[config.mk]
export PLATFORM = sky130hd
export DESIGN_NAME = mips_regfile
export DESIGN_NICKNAME = d
export VERILOG_FILES = /design/src/rtl/mips_regfile.sv
export SDC_FILE = /design/constraint.sdc
export NUM_CORES = 1
export LEC_CHECK = 0
export CAP_MARGIN = 10
export CELL_PAD_IN_SITES_DETAIL_PLACEMENT = 0
export CELL_PAD_IN_SITES_GLOBAL_PLACEMENT = 2
export CORE_MARGIN = 2
export CORE_UTILIZATION = 51
export CTS_CLUSTER_DIAMETER = 200
export DETAILED_ROUTE_END_ITERATION = 16
export GPL_ROUTABILITY_DRIVEN = 1
export PLACE_DENSITY_LB_ADDON = 0.1
export SLEW_MARGIN = 0
export SYNTH_ARGS = -nofsm -noshare
export SYNTH_HDL_FRONTEND = slang
export SYNTH_SLANG_ARGS = --single-unit
[constraint.sdc]
create_clock -name clock -period 9.5 [get_ports clock]
set_input_delay 1.9 -clock clock [delete_from_list [all_inputs] [get_ports clock]]
set_output_delay 1.9 -clock clock [all_outputs]
set_load 0.02 [all_outputs]
[src/rtl/mips_regfile.sv]
// 32 x 32-bit MIPS register file: two async read ports, one sync write port.
// Post-reset init sweep; REGFILE_BYPASS_EN enables same-cycle write-through.
module mips_regfile #(
    parameter int                    DATA_WIDTH = 32,
    parameter int                    ADDR_WIDTH = 5,
    parameter logic [DATA_WIDTH-1:0] SP_INIT    = 32'h7FFF_EFFC,
    parameter logic [DATA_WIDTH-1:0] GP_INIT    = 32'h1000_8000
) (
    input  logic                  clock,
    input  logic                  reset_n,
    input  logic [ADDR_WIDTH-1:0] read_reg1,
    input  logic [ADDR_WIDTH-1:0] read_reg2,
    input  logic [ADDR_WIDTH-1:0] write_reg,
    input  logic [DATA_WIDTH-1:0] write_data,
    input  logic                  reg_write,
    output logic [DATA_WIDTH-1:0] read_data1,
    output logic [DATA_WIDTH-1:0] read_data2,
    output logic                  ready,
    output logic                  wr_dropped
);

    localparam int DEPTH = 2 ** ADDR_WIDTH;
    localparam logic [ADDR_WIDTH-1:0] LAST = ADDR_WIDTH'(DEPTH - 1);
    localparam logic [ADDR_WIDTH-1:0] IDX_GP = ADDR_WIDTH'(28);
    localparam logic [ADDR_WIDTH-1:0] IDX_SP = ADDR_WIDTH'(29);

    typedef enum logic {CLEAR, RUN} state_t;

    state_t                  state_q, state_d;
    logic [ADDR_WIDTH-1:0]   sidx_q, sidx_d;
    logic                    wr_dropped_q, wr_dropped_d;
    logic [DATA_WIDTH-1:0]   regs_q [DEPTH];

    logic                    we;
    logic [ADDR_WIDTH-1:0]   widx;
    logic [DATA_WIDTH-1:0]   wval;
    logic [DATA_WIDTH-1:0]   init_val;

    always_ff @(posedge clock) begin
        if (!reset_n) begin
            state_q      <= CLEAR;
            sidx_q       <= '0;
            wr_dropped_q <= 1'b0;
        end else begin
            state_q      <= state_d;
            sidx_q       <= sidx_d;
            wr_dropped_q <= wr_dropped_d;
        end
    end

    // Contents survive reset; only the sweep reinitialises them.
    always_ff @(posedge clock) begin
        if (reset_n && we) begin
            regs_q[widx] <= wval;
        end
    end

    always_comb begin
        init_val = '0;
        if (sidx_q == IDX_GP) init_val = GP_INIT;
        if (sidx_q == IDX_SP) init_val = SP_INIT;
    end

    always_comb begin
        state_d      = state_q;
        sidx_d       = sidx_q;
        wr_dropped_d = 1'b0;
        we           = 1'b0;
        widx         = write_reg;
        wval         = write_data;
        unique case (state_q)
            CLEAR: begin
                we           = 1'b1;
                widx         = sidx_q;
                wval         = init_val;
                sidx_d       = sidx_q + ADDR_WIDTH'(1);
                wr_dropped_d = reg_write;
                if (sidx_q == LAST) state_d = RUN;
            end
            RUN: begin
                we = reg_write && (write_reg != '0);
            end
        endcase
    end

    always_comb begin
        ready      = (state_q == RUN);
        wr_dropped = wr_dropped_q;
        read_data1 = '0;
        read_data2 = '0;
        if (state_q == RUN) begin
            if (read_reg1 != '0) read_data1 = regs_q[read_reg1];
            if (read_reg2 != '0) read_data2 = regs_q[read_reg2];
`ifdef REGFILE_BYPASS_EN
            if (reg_write && write_reg != '0) begin
                if (read_reg1 == write_reg) read_data1 = write_data;
                if (read_reg2 == write_reg) read_data2 = write_data;
            end
`endif
        end
    end

endmodule

## After elaboration in Yosys (flattened, before gate mapping)

Memory sizes are Yosys's and may differ from the RTL's.
Index checks and enable logic that the tools add are counted.

- Register bits after elaboration: 7
- Output and inout port bits: 66
- Latch bits: 0
- Bits in writable memories: 1,024
- Memories: 1
- Bits in read-only memories: 0
- Input port bits: 50

- Eq/ne operators: 3
- Bitwise logic cells: 2
- $lt $le $gt $ge: 0
- Shifts and indexed selects: 0
- Add/subtract/negate cells: 1
- Multipliers: 0
- Div/mod/pow operators: 0
- Multiplexer cells: 13
- Reductions and logical operators: 6

Memory list:

| memory | words | bits a word | rd ports | clocked after memory_dff | wr ports | line | source |
|---|---|---|---|---|---|---|---|
| regs_q | 32 | 32 | 2 | 0 | 1 | 32 | `logic [DATA_WIDTH-1:0] regs_q [DEPTH];` |

Operator list:

| kind | count |
|---|---|
| $mux 32 | 6 |
| $mux 29 | 1 |
| $eq 5x5->1 const B | 3 |
| $reduce_bool 5->1 | 3 |
| $add 5x1->5 const B | 1 |
| $mux 5 | 1 |
| $mux 1 | 4 |
| $logic_and 1x1->1 | 2 |
| $not 1->1 | 2 |
| $pmux 1 s2 | 1 |
| $reduce_or 2->1 | 1 |

## Longest topological paths before layout

- Word-level depth: 6
- Depth in mapped cells: 8
- Mapped depth without buffers: 5

## Worst setup path after synthesis

Ideal clock, no wire load.

- Kind: input -> output
- Start point: input port read_reg1[1]
- End point: output port read_data1[20]
- Stages: 5
- Path buffers: 2
- Setup slack: 4,297 ps
- Arrival: 3,303 ps
- Cells stage by stage: buf_2 buf_2 mux4_2 a22oi_1 nand4_1

- Word-level cells in the longest chain between the ends: 3

Ends and longest elaborated chain:

| item | line | source |
|---|---|---|
| start: declaration | 11 | `input logic [ADDR_WIDTH-1:0] read_reg1,` |
| $mem_v2 32x32 / $reduce_bool 5->1 (equally long branches) | n/a |  |
| $mux 32 (*) | 92 | `if (read_reg1 != '0) read_data1 = regs_q[read_reg1];` |
| $mux 32 (*) | 91 | `if (state_q == RUN) begin` |
| end: declaration | 16 | `output logic [DATA_WIDTH-1:0] read_data1,` |

Every way passes the cells marked *; elsewhere a longest branch is shown, timed or not.

## Worst setup path in the final report

- Start point: input port read_reg2[3]
- End point: output port read_data2[3]

- Word-level cells in the longest chain between the ends: 3

Ends and longest elaborated chain:

| item | line | source |
|---|---|---|
| start: declaration | 12 | `input logic [ADDR_WIDTH-1:0] read_reg2,` |
| $mem_v2 32x32 / $reduce_bool 5->1 (equally long branches) | n/a |  |
| $mux 32 (*) | 93 | `if (read_reg2 != '0) read_data2 = regs_q[read_reg2];` |
| $mux 32 (*) | 91 |  |
| end: declaration | 17 | `output logic [DATA_WIDTH-1:0] read_data2,` |

Marked as above.

==> run summary <==
Most frequent cells after synthesis: edfxtp_1 (1024), mux2i_1 (476), mux4_2 (256)
Drt pass-1 iters: 5
Final setup fails: 0
Main synth FF type: edfxtp_1
Max-cap violations: 0
Num CTS Buffers: 108
Overflow after GRT: 0
Final Cycle Share: 0.792
GP Congestion: 0.823
DRC Markers: 0
Post-Syn Area: 0.0476 mm2
Post-synth EDFFs: 1024
FF-to-FF path depth: 6
Async set-reset flop share out of synthesis: 0
Synthesized area per cell: 17.0 um2
Startpoint types: input pin
Min Tclk post-route: 7.52 ns
RSZ-0062 raised after global routing: false
Clock Skew: 0.0234 ns
I/O Buffers: 115
WP data required: 7.60 ns
Final Hold Slack: 0.604 ns
Nets: 2942
Io pins: 116
DRT Wirelength: 161000 um
Pwr Density: 180 mW/mm2
Cts repair resizes: 0
Synth Warn #: 0
Initial antenna violation count: 3
Final hold viol count: 0
Cell variety after synth: 48
Post-route antenna net violation count: 0
Final Cell Area: 0.0537 mm2
Clk slew on worst S/H paths: 0.05 ns
Status: complete, no violations
Cells after Synth: 2802
Placed instance area: 0.0502 mm2
CTS root buffer: clkbuf_16
HP Class: flip-flop to flip-flop
Setup TNS: 0 ns
Starting Density: 0.512
CP max FO: 17
Fin util: 0.578
Post-CTS Setup Inserts: 0
H-tree depth: 3
Number of vias per cell: 7.06
Biggest area consumer among synthesized cells: edfxtp_1
Largest net degree at the start of global routing: 103
Least-Margin Pin Slew: 1.26 ns
Vias in the first global route: 30100
Die ar.: 0.0958 mm2
Pleak: 0.0184 uW
TritonCTS clock tree: done
Fraction of layout cells with a size suffix above 1: 0.188
Flops & latches, synth: 1031
Most frequent cell after synthesis: edfxtp_1
Total GRT Usage: 0.336
Share of the synthesized area in the top cell type: 0.646
# rows: 112
Syn nets: 2856
FF-to-FF End: regs_q[11][13]
Worst setup EP type: primary output
Die height: 309 um
CP arrival: 5.62 ns
Min-delay src: sidx_q[2]
Worst-Skew Late Latency: 0.70 ns
Via Count: 29800
Relative slew slack: 0.161
Reg-to-Reg Start: ready
Synth area leaders: edfxtp_1 (65%), mux4_2 (12%), mux2i_1 (10%), a22oi_1 (3.0%), o22ai_1 (2.4%)
Area Overhead vs Synth: 12.8%
Slew Viols, Final: 0
First-pass GRT wire length: 223000 um
Hold worst-path end: sidx_q[2]
Sink Count: 1031
DP HPWL: 89100 um
WL per Instance: 38.0 um
Filler cell count: 7073
Core area: 0.0929 mm2
CTS Hold Bufs: 0
Max Root-Sink Buffers: 3
Maximum VDD drop: 164 uV
Crit Path Class: input pin to primary output
Seq/Total Area, Yosys: 0.649
ANT cells: 0
Die width: 309 um
Reg2reg setup slack: 5.30 ns
Design Power: 9670 uW
Hold depth: 2
Initial drt markers: 3921
Fmax: 133 MHz
## stage by stage
| stage | setup WS [ns] | std cells |
|---|---|---|
| after floorplan | 4.30 | 2802 |
| after detailed placement | 2.01 | 4030 |
| after global placement | 1.66 | 4028 |
| after global routing | 2.00 | 4226 |
| final | 1.98 | 4226 |
| after CTS | 2.00 | 4224 |
## worst max-delay path, cell delays in order
cell and delay, ns:
clkdlybuf4s50_1 0.69, nor2b_4 0.79, nand2_2 0.67, buf_12 0.40, o22ai_1 0.18, o21ai_1 0.09
nand4_1 0.21, clkdlybuf4s50_1 0.66
## layout by cell type, fill, tap and decap left out, types with 11 or more instances in the layout
cell type	synthesis	routed
clkinv_1	0	20
mux2i_1	476	476
clkbuf_1	74	25
bufinv_16	0	12
a221oi_1	31	31
nand2_1	144	138
o21ai_1	53	52
o21ai_0	13	13
buf_4	54	77
clkbuf_16	0	111
mux4_2	256	256
clkinv_2	0	19
nor2_1	47	11
nand4_1	62	62
edfxtp_1	1024	1024
clkdlybuf4s50_1	0	110
o22ai_1	186	186
nor2_4	1	37
a22oi_1	190	190
## registers in the layout (all words and copies together), names as in the netlist
register    cells
ready           1
sidx_q          5
wr_dropped      1
regs_q       1024
## layout make-up
type	count	area [um2]	share of cell area
Clock inverter	58	603	0.0112
Inverter	6	22.5	0.000420
Sequential cell	1031	30900	0.576
Multi-Input combinational cell	1541	15800	0.294
Timing Repair Buffer	200	1920	0.0358
Clock buffer	136	2870	0.0535
Tap cell	1254	1570	0.0292
## routing by layer
layer | share of wire | up-vias | track usage
met5 | 0.000081 | - | 0
met4 | 0.045 | 2 | 0.145
met3 | 0.091 | 380 | 0.0594
met2 | 0.47 | 1774 | 0.537
met1 | 0.39 | 15800 | 0.456
li1 | - | 11900 | -
## worst max path at each step
stage          depth (start not counted)  slack, ns             end    startpoint
6_report                               8       1.98   read_data2[3]  read_reg2[3]
5_1_grt                                8       2.00   read_data2[2]  read_reg2[3]
4_1_cts                                8       2.00   read_data2[3]  read_reg2[3]
3_5_place_dp                           8       2.01   read_data2[3]  read_reg2[3]
3_3_place_gp                           7       1.66  read_data2[29]  read_reg2[3]
2_1_floorplan                          5       4.30  read_data1[20]  read_reg1[1]
## power by group
part           leakage, uW  internal (uW)  switching, uW
clock              0.00170           2450           1770
sequential         0.00999           4960           11.7
combinational      0.00673            178            297
total               0.0184           7590           2080
## cell families after synthesis
group                      Yosys count  share of synthesized area
muxes                              738                      0.223
and+or+nand+nor                    303                     0.0302
adders and majority gates            4                    0.00105
xor gates and xnor gates             2                   0.000368
AOI/OAI and AO/OA                  494                     0.0705
buffers and inverters              230                     0.0260
DFF                               1031                      0.649
Note: power is estimated with default switching activity, not from simulation.
